==> src/rtl/timer_pkg.sv <==
// Shared definitions for the countdown timer: FSM states and default sizes.
package timer_pkg;

  localparam int unsigned DEF_WIDTH     = 8;
  localparam int unsigned DEF_EXP_WIDTH = 4;

  // Saturation value of the expiration counter at its default width.
  localparam logic [DEF_EXP_WIDTH-1:0] EXP_MAX = '1;

  typedef enum logic {
    IDLE = 1'b0,
    RUN  = 1'b1
  } state_e;

endpackage : timer_pkg

==> src/rtl/down_count_reg.sv <==
// Loadable down-count register with terminal flags.
//   clock, reset   : rising-edge clock, async active-high reset (clears to 0)
//   load_i         : capture load_value_i (wins over dec_i)
//   load_value_i   : value captured on load
//   dec_i          : decrement by one; never wraps below zero
//   count_o        : registered count
//   is_one_c       : count_o == 1 (combinational decode)
//   is_zero_c      : count_o == 0 (combinational decode)
module down_count_reg
  import timer_pkg::*;
#(
  parameter int unsigned WIDTH = DEF_WIDTH
) (
  input  logic             clock,
  input  logic             reset,
  input  logic             load_i,
  input  logic [WIDTH-1:0] load_value_i,
  input  logic             dec_i,
  output logic [WIDTH-1:0] count_o,
  output logic             is_one_c,
  output logic             is_zero_c
);

  logic [WIDTH-1:0] count_q;

  // Count register: load beats decrement, decrement stops at zero.
  always_ff @(posedge clock or posedge reset) begin
    if (reset) begin
      count_q <= '0;
    end else if (load_i) begin
      count_q <= load_value_i;
    end else if (dec_i && (count_q != '0)) begin
      count_q <= count_q - WIDTH'(1);
    end
  end

  assign count_o   = count_q;
  assign is_one_c  = (count_q == WIDTH'(1));
  assign is_zero_c = (count_q == '0);

endmodule : down_count_reg

==> src/rtl/countdown_timer.sv <==
// Loadable down-counter / timeout generator with optional periodic reload.
//   clock, reset : rising-edge clock, async active-high reset
//   load         : capture load_value into count and reload register
//   load_value   : start value
//   start        : begin counting from IDLE (ignored while busy)
//   stop         : return to IDLE, count holds
//   auto_reload  : at terminal count, reload and keep running
//   count        : current count (registered)
//   busy         : high while running (registered)
//   done         : one-cycle pulse per terminal count (registered)
//   expirations  : saturating count of terminal counts (registered)
module countdown_timer
  import timer_pkg::*;
#(
  parameter int unsigned WIDTH     = DEF_WIDTH,
  parameter int unsigned EXP_WIDTH = DEF_EXP_WIDTH
) (
  input  logic                 clock,
  input  logic                 reset,
  input  logic                 load,
  input  logic [WIDTH-1:0]     load_value,
  input  logic                 start,
  input  logic                 stop,
  input  logic                 auto_reload,
  output logic [WIDTH-1:0]     count,
  output logic                 busy,
  output logic                 done,
  output logic [EXP_WIDTH-1:0] expirations
);

  localparam logic [EXP_WIDTH-1:0] EXP_SAT = '1;

  state_e               state_q, state_d;
  logic [WIDTH-1:0]     reload_q, reload_d;
  logic                 done_q, done_d;
  logic                 busy_q;
  logic [EXP_WIDTH-1:0] exp_q, exp_d;

  logic                 cnt_load_c;
  logic [WIDTH-1:0]     cnt_value_c;
  logic                 cnt_dec_c;
  logic                 is_one_c, is_zero_c;
  logic                 term_c;
  logic                 rearm_c;
  logic                 exp_inc_c;

  down_count_reg #(
    .WIDTH (WIDTH)
  ) u_count (
    .clock        (clock),
    .reset        (reset),
    .load_i       (cnt_load_c),
    .load_value_i (cnt_value_c),
    .dec_i        (cnt_dec_c),
    .count_o      (count),
    .is_one_c     (is_one_c),
    .is_zero_c    (is_zero_c)
  );

  // A zero count while running only arises from a load of 0 and is terminal too.
  assign term_c  = (state_q == RUN) && (is_one_c || is_zero_c);
  assign rearm_c = auto_reload && (reload_q != '0);

  // State register.
  always_ff @(posedge clock or posedge reset) begin
    if (reset) begin
      state_q <= IDLE;
    end else begin
      state_q <= state_d;
    end
  end

  // Next state: load > stop > start > terminal/decrement.
  always_comb begin
    state_d = state_q;
    if (load) begin
      if (stop) begin
        state_d = IDLE;
      end
    end else if (stop) begin
      state_d = IDLE;
    end else if (state_q == IDLE) begin
      if (start && !is_zero_c) begin
        state_d = RUN;
      end
    end else if (term_c && !rearm_c) begin
      state_d = IDLE;
    end
  end

  // Datapath controls and next values of the registered outputs.
  always_comb begin
    cnt_load_c  = 1'b0;
    cnt_value_c = load_value;
    cnt_dec_c   = 1'b0;
    reload_d    = reload_q;
    done_d      = 1'b0;
    exp_inc_c   = 1'b0;
    if (load) begin
      cnt_load_c = 1'b1;
      reload_d   = load_value;
    end else if (stop) begin
      // Count holds; no pulse.
      cnt_load_c = 1'b0;
    end else if (state_q == IDLE) begin
      // Zero-length timeout: start on an empty count expires at once.
      if (start && is_zero_c) begin
        done_d    = 1'b1;
        exp_inc_c = 1'b1;
      end
    end else if (term_c) begin
      done_d      = 1'b1;
      exp_inc_c   = 1'b1;
      cnt_load_c  = 1'b1;
      cnt_value_c = rearm_c ? reload_q : '0;
    end else begin
      cnt_dec_c = 1'b1;
    end
    exp_d = (exp_inc_c && (exp_q != EXP_SAT)) ? exp_q + EXP_WIDTH'(1) : exp_q;
  end

  // Output and reload registers.
  always_ff @(posedge clock or posedge reset) begin
    if (reset) begin
      reload_q <= '0;
      done_q   <= 1'b0;
      busy_q   <= 1'b0;
      exp_q    <= '0;
    end else begin
      reload_q <= reload_d;
      done_q   <= done_d;
      busy_q   <= (state_d == RUN);
      exp_q    <= exp_d;
    end
  end

  assign busy        = busy_q;
  assign done        = done_q;
  assign expirations = exp_q;

endmodule : countdown_timer

==> config.mk <==
export PLATFORM = sky130hd
export DESIGN_NAME = countdown_timer
export DESIGN_NICKNAME = d
export VERILOG_FILES = /design/src/rtl/timer_pkg.sv /design/src/rtl/down_count_reg.sv /design/src/rtl/countdown_timer.sv
export SDC_FILE = /design/constraint.sdc
export NUM_CORES = 1
export LEC_CHECK = 0
export CAP_MARGIN = 20
export CORE_MARGIN = 2
export CORE_UTILIZATION = 33
export DETAILED_ROUTE_END_ITERATION = 8
export PLACE_DENSITY_LB_ADDON = 0.15
export SLEW_MARGIN = 10
export SYNTH_ARGS = -nofsm -noshare
export SYNTH_HDL_FRONTEND = slang
export SYNTH_SLANG_ARGS = --single-unit
==> constraint.sdc <==
create_clock -name clock -period 4 [get_ports clock]
set_input_delay 0.6 -clock clock [delete_from_list [all_inputs] [get_ports clock]]
set_output_delay 0.6 -clock clock [all_outputs]
set_load 0.02 [all_outputs]
======== Word level (Yosys, flattened, before mapping) ========
Index checks and enable logic that the tools add are counted.
operators by class
  add/subtract/negate cells ............... 2
  equality and inequality tests ........... 3
  mux-type cells .......................... 25
  reductions and logical operators ........ 14
operators by type and width
  operator                                                                 count
  8-bit two-way mux                                                        7
  1-bit two-way mux                                                        18
  8-bit nonzero test                                                       2
  8-bit by 1-bit equality test with 1-bit output, second input constant    1
  8-bit zero test                                                          1
  8-bit by 1-bit subtractor with 8-bit output, second input constant       1
  1-bit logical AND                                                        7
  4-bit by 1-bit adder with 4-bit output, second input constant            1
  4-bit inequality test, second input constant                             1
  1-bit zero test                                                          2
  2-bit by 1-bit inequality test with 1-bit output, second input constant  1
  2-bit nonzero test                                                       1
  1-bit logical OR                                                         1
word-level totals
  register bits ........................... 22
  input bits .............................. 14
  output and inout port bits .............. 14
  logic and storage cells ................. 49

======== Longest topological paths before layout ========
  word-level depth ........................ 10
  depth in mapped cells ................... 6
  mapped depth without buffers ............ 6

======== Modules after synthesis ========
Synthesis repeated with hierarchy kept, for this count alone.
second synthesis, totals
  cell total of the unflattened synthesis .. 141
  area, all modules ....................... 1418.9 um^2
by module, submodules not included
  module           instances  cells each  area each (um^2)  sequential area each (um^2)
  countdown_timer  1          78          848.3             350.3
  down_count_reg   1          63          570.5             200.2

======== Least setup slack after synthesis ========
No wires, ideal clock.
  kind .................................... register to register
  start point ............................. register u_count.count_q[2] (netlist: u_count.count_o[2])
  end point ............................... register exp_q[3] (netlist: expirations[3])
  library setup time ...................... 0.128 ns
  data arrival time ....................... 1.816 ns
  data required time ...................... 3.872 ns
  path slack .............................. 2.056 ns
  cell stages (with the launch flop) ...... 5
  path buffers ............................ 0
  clock period less this slack ............ 1.944 ns
  cell sequence ........................... dfrtp_1 or3_4 a2111oi_4 nand4_1 mux2_1
between the ends
  cells in the longest elaborated chain, start to end .. 8
  elaborated cells on any way between the ends .. 11
  those cells by class .................... 1 x eq/ne; 5 x mux; 5 x reduce/logical
RTL lines
  what                                                                               line                                        source
  start, declared                                                                    down_count_reg.sv:24                        logic [WIDTH-1:0] count_q;
  start signal, assigned                                                             down_count_reg.sv:31                        count_q <= load_value_i;
  start signal, assigned                                                             down_count_reg.sv:33                        count_q <= count_q - WIDTH'(1);
  8-bit by 1-bit equality test with 1-bit output or 8-bit zero test (tied branches)  down_count_reg.sv:38, down_count_reg.sv:39
  1-bit logical OR                                                                   countdown_timer.sv:61                       assign term_c = (state_q == RUN) && (is_one_c || is_zero_c);
  1-bit logical AND                                                                  countdown_timer.sv:61
  1-bit two-way mux                                                                  n/a
  1-bit two-way mux * (3 in a row)                                                   n/a
  net done_d                                                                         countdown_timer.sv:35                       logic done_q, done_d;
  1-bit logical AND *                                                                countdown_timer.sv:119                      exp_d = (exp_inc_c && (exp_q != EXP_SAT)) ? exp_q + EXP_WIDTH'(1) : exp_q;
  end signal, assigned                                                               countdown_timer.sv:133                      exp_q <= exp_d;
  end, declared                                                                      countdown_timer.sv:37                       logic [EXP_WIDTH-1:0] exp_q, exp_d;
The timed path passes the listed nets; every way through them passes the cells marked *.
A chain may end at the register's enable or synchronous reset.

======== Worst setup path after layout ========
  start point ............................. input load
  end point ............................... register exp_q[3] (netlist: expirations[3])
between the ends
  cells in the longest elaborated chain, start to end .. 2
RTL lines
  what               line                    source
  start, declared    countdown_timer.sv:20   input logic load,
  1-bit two-way mux  n/a
  net done_d         countdown_timer.sv:35
  1-bit logical AND  countdown_timer.sv:119
The timed path passes the listed nets, and every way through them passes these cells.

==> summary.md <==
| Metric | Value |
|---|---|
| Status | finished clean |
| Die width | ~65 um |
| R2r setup slk | 1.97 ns |
| Share of post-route cells with drive strength above 1 | 12.8% |
| CTS tree | done |
| Post-synth ARST share | 100% |
| Area leader, netlist | dfrtp_1 |
| H-tree Lvls | 1 |
| # setup viols final | 0 |
| Commonest register cell after synthesis | dfrtp_1 |
| Max Slew Vio Count | 0 |
| CTS sink count | 22 |
| Hold Crit Class | register to register |
| Slew @ Worst Pin | 0.828 ns |
| Initial antenna violation count | 0 |
| Setup bufs post-CTS | 0 |
| Clk buf depth | 2 |
| Slew HR | 44.8% |
| Top-area cell type share of the netlist area | 44.2% |
| Clock Latency Late Sink | 0.25 ns |
| Cells after Synth | 121 |
| WL/cell | 14.2 um |
| Setup TNS | 0 ns |
| Area grow syn2layout | 29.1% |
| First-pass GRT wire length | ~5 mm |
| Total track usage | roughly 15% |
| DR vias | 1050 |
| DPL Wire Length | 2.17 mm |
| Syn nets | 139 |
| Clock root cell | clkbuf_8 |
| RSZ-0062 raised after global routing | no |
| Fin crit share | 65.0% |
| DRC viols | 0 |
| Max Cap Viol | 0 |
| Number of CTS-inserted buffers | 3 |
| Port Buffers | 27 |
| Crit Reg-Reg Startpoint | u_count.count_o[5] |
| I/O pin total | 28 |
| Vias in the first global route | between 1000 and 1500 |
| Leak | 0.630 nW |
| Pwr Density | 335 mW/mm2 |
| Hold depth | 1 |
| Die Ht | ~65 um |
| Hold violation count in the final report | 0 |
| Crit Path Max Fanout | 21 |
| Top cells by count, synth | 22 x dfrtp_1, 11 x nand2_1, 8 x mux2_2 |
| Core area | 0.00363 mm2 |
| Final #Nets | 167 |
| DIE AREA | between 0.004 and 0.005 mm2 |
| Final Util | 44.3% |
| Initial Util | 34.3% |
| Count leader, synth | dfrtp_1 |
| Antenna cells | 0 |
| Reg clk slew, reported paths | 0.07 ns |
| Final ANT Viol Nets | 0 |
| EDFF count, synth | 0 |
| First drt pass iteration count | 4 |
| Reg-to-Reg End | u_count.count_o[7] |
| Post-synthesis instance area | 0.00125 mm2 |
| CP Launch Type | input port |
| Critical path class | input port to register |
| Critical Path RT | 4.14 ns |
| DR vias/cell | 5.36 |
| Flops & latches, synth | 22 |
| Hold Crit Start | expirations[0] |
| Filler cells | 390 |
| Worst Skew | roughly 0.0011 ns |
| Minimum clock period | 2.60 ns |
| Site Rows | 22 |
| PostCTS Resize Cnt | 0 |
| Max Clock Freq | 385 MHz |
| Reg2Reg Depth | 4 |
| Largest cells by area after synthesis | dfrtp_1 44%, mux2_2 7.2%, ha_1 4.0% |
| Grt ovf | 0 |
| Post-synthesis area per instance | 10.3 um2 |
| Cts hold-fix bufs | 0 |
| Endpoint type of the worst setup path | register |
| RePlAce Congestion | a little under 0.8 |
| Ys Warns | 0 |
| Hold Path Sink | expirations[0] |
| VDD IR-drop max | ~140 uV |
| Count of different cell masters after synthesis | 40 |
| Routed WL | 2.79 mm |
| Worst Setup SP | load |
| DR iter-0 viols | 74 |
| Register area share after synthesis | 44.2% |
| Worst Path Arrival | 2.74 ns |
| Maximum number of pins on one net before global-route repair | 23 |
==> flip-flops by register name, summed over array words and instances (netlist names) <==
register,count
busy,1
done,1
expirations,4
reload_q,8
u_count.count_o,8
==> critical path, stage by stage <==
cell,delay (ns)
clkdlybuf4s50_1,0.79
or2_2,0.53
a2111oi_4,0.33
nand4_1,0.15
mux2_1,0.33
==> worst max path at each step <==
stage                      to  slack, ns  cells after the start
2_1_floorplan  expirations[3]       2.06                      4
3_5_place_dp   expirations[3]       1.13                      5
4_1_cts        expirations[3]       1.40                      5
5_1_grt        expirations[3]       1.22                      5
6_report       expirations[3]       1.40                      5
3_3_place_gp   expirations[3]       1.16                      5
==> cell families after synthesis <==
| logic type | share of synthesized area, % |
|---|---|
| adders and majority gates | 4.02 |
| DFF | 44.2 |
| and+or+nand+nor | 20.2 |
| xor gates and xnor gates | 1.41 |
| AOI/OAI and AO/OA | 17.6 |
| buffers and inverters | 3.61 |
| muxes | 9.04 |
==> metrics by stage <==
step                      hold slack (ns)  total power, mW  cells  instance area [um2]  setup slack, ns
after CTS                           0.537            0.550    196                 1610             1.40
after global placement              0.519            0.388    192                 1550             1.16
after global routing                0.576            0.574    196                 1610             1.22
final                               0.531            0.540    196                 1610             1.40
after detailed placement            0.517            0.390    192                 1550             1.13
after floorplan                     0.482            0.338    121                 1250             2.06
==> cell type report <==
class / instances / area [um2] / area share, %
clock buffer: 4 / 55.1 / 3.42
inverter: 6 / 22.5 / 1.40
multi-input combinational: 89 / 651 / 40.4
sequential: 22 / 551 / 34.2
tap: 48 / 60.1 / 3.73
timing repair buffer: 27 / 270 / 16.8
==> placed cells by master (no fill, tap or decap), types with 2 or more instances in the layout <==
cell,instances
clkdlybuf4s50_1,27
a21oi_1,4
nand2b_1,4
nand4_1,2
nand3_1,3
nand2_1,11
nor2_1,7
a311oi_1,2
nor4_1,2
a31oi_1,6
mux2_1,2
dfrtp_1,22
clkbuf_8,4
inv_1,6
ha_1,4
or2_2,2
nor2b_1,2
mux2_2,8
or3_1,2
o21ai_0,5
o211ai_1,2
nor3_1,4
==> routing by layer <==
metal	track usage (%)	share of wire (%)	up-vias
met5	0	0	-
met4	4.95	0.75	0
met3	2.57	4.0	2
met2	23.2	47	22
met1	21.5	48	518
li1	-	-	508
==> power breakdown <==
group | switching, mW | internal, mW | leakage (nW) | total, mW
clock | 0.0675 | 0.0875 | 0.0288 | 0.155
combinational | 0.0619 | 0.0584 | 0.332 | 0.120
sequential | 0.0233 | 0.241 | 0.269 | 0.264
Note: power is estimated with default switching activity, not from simulation.
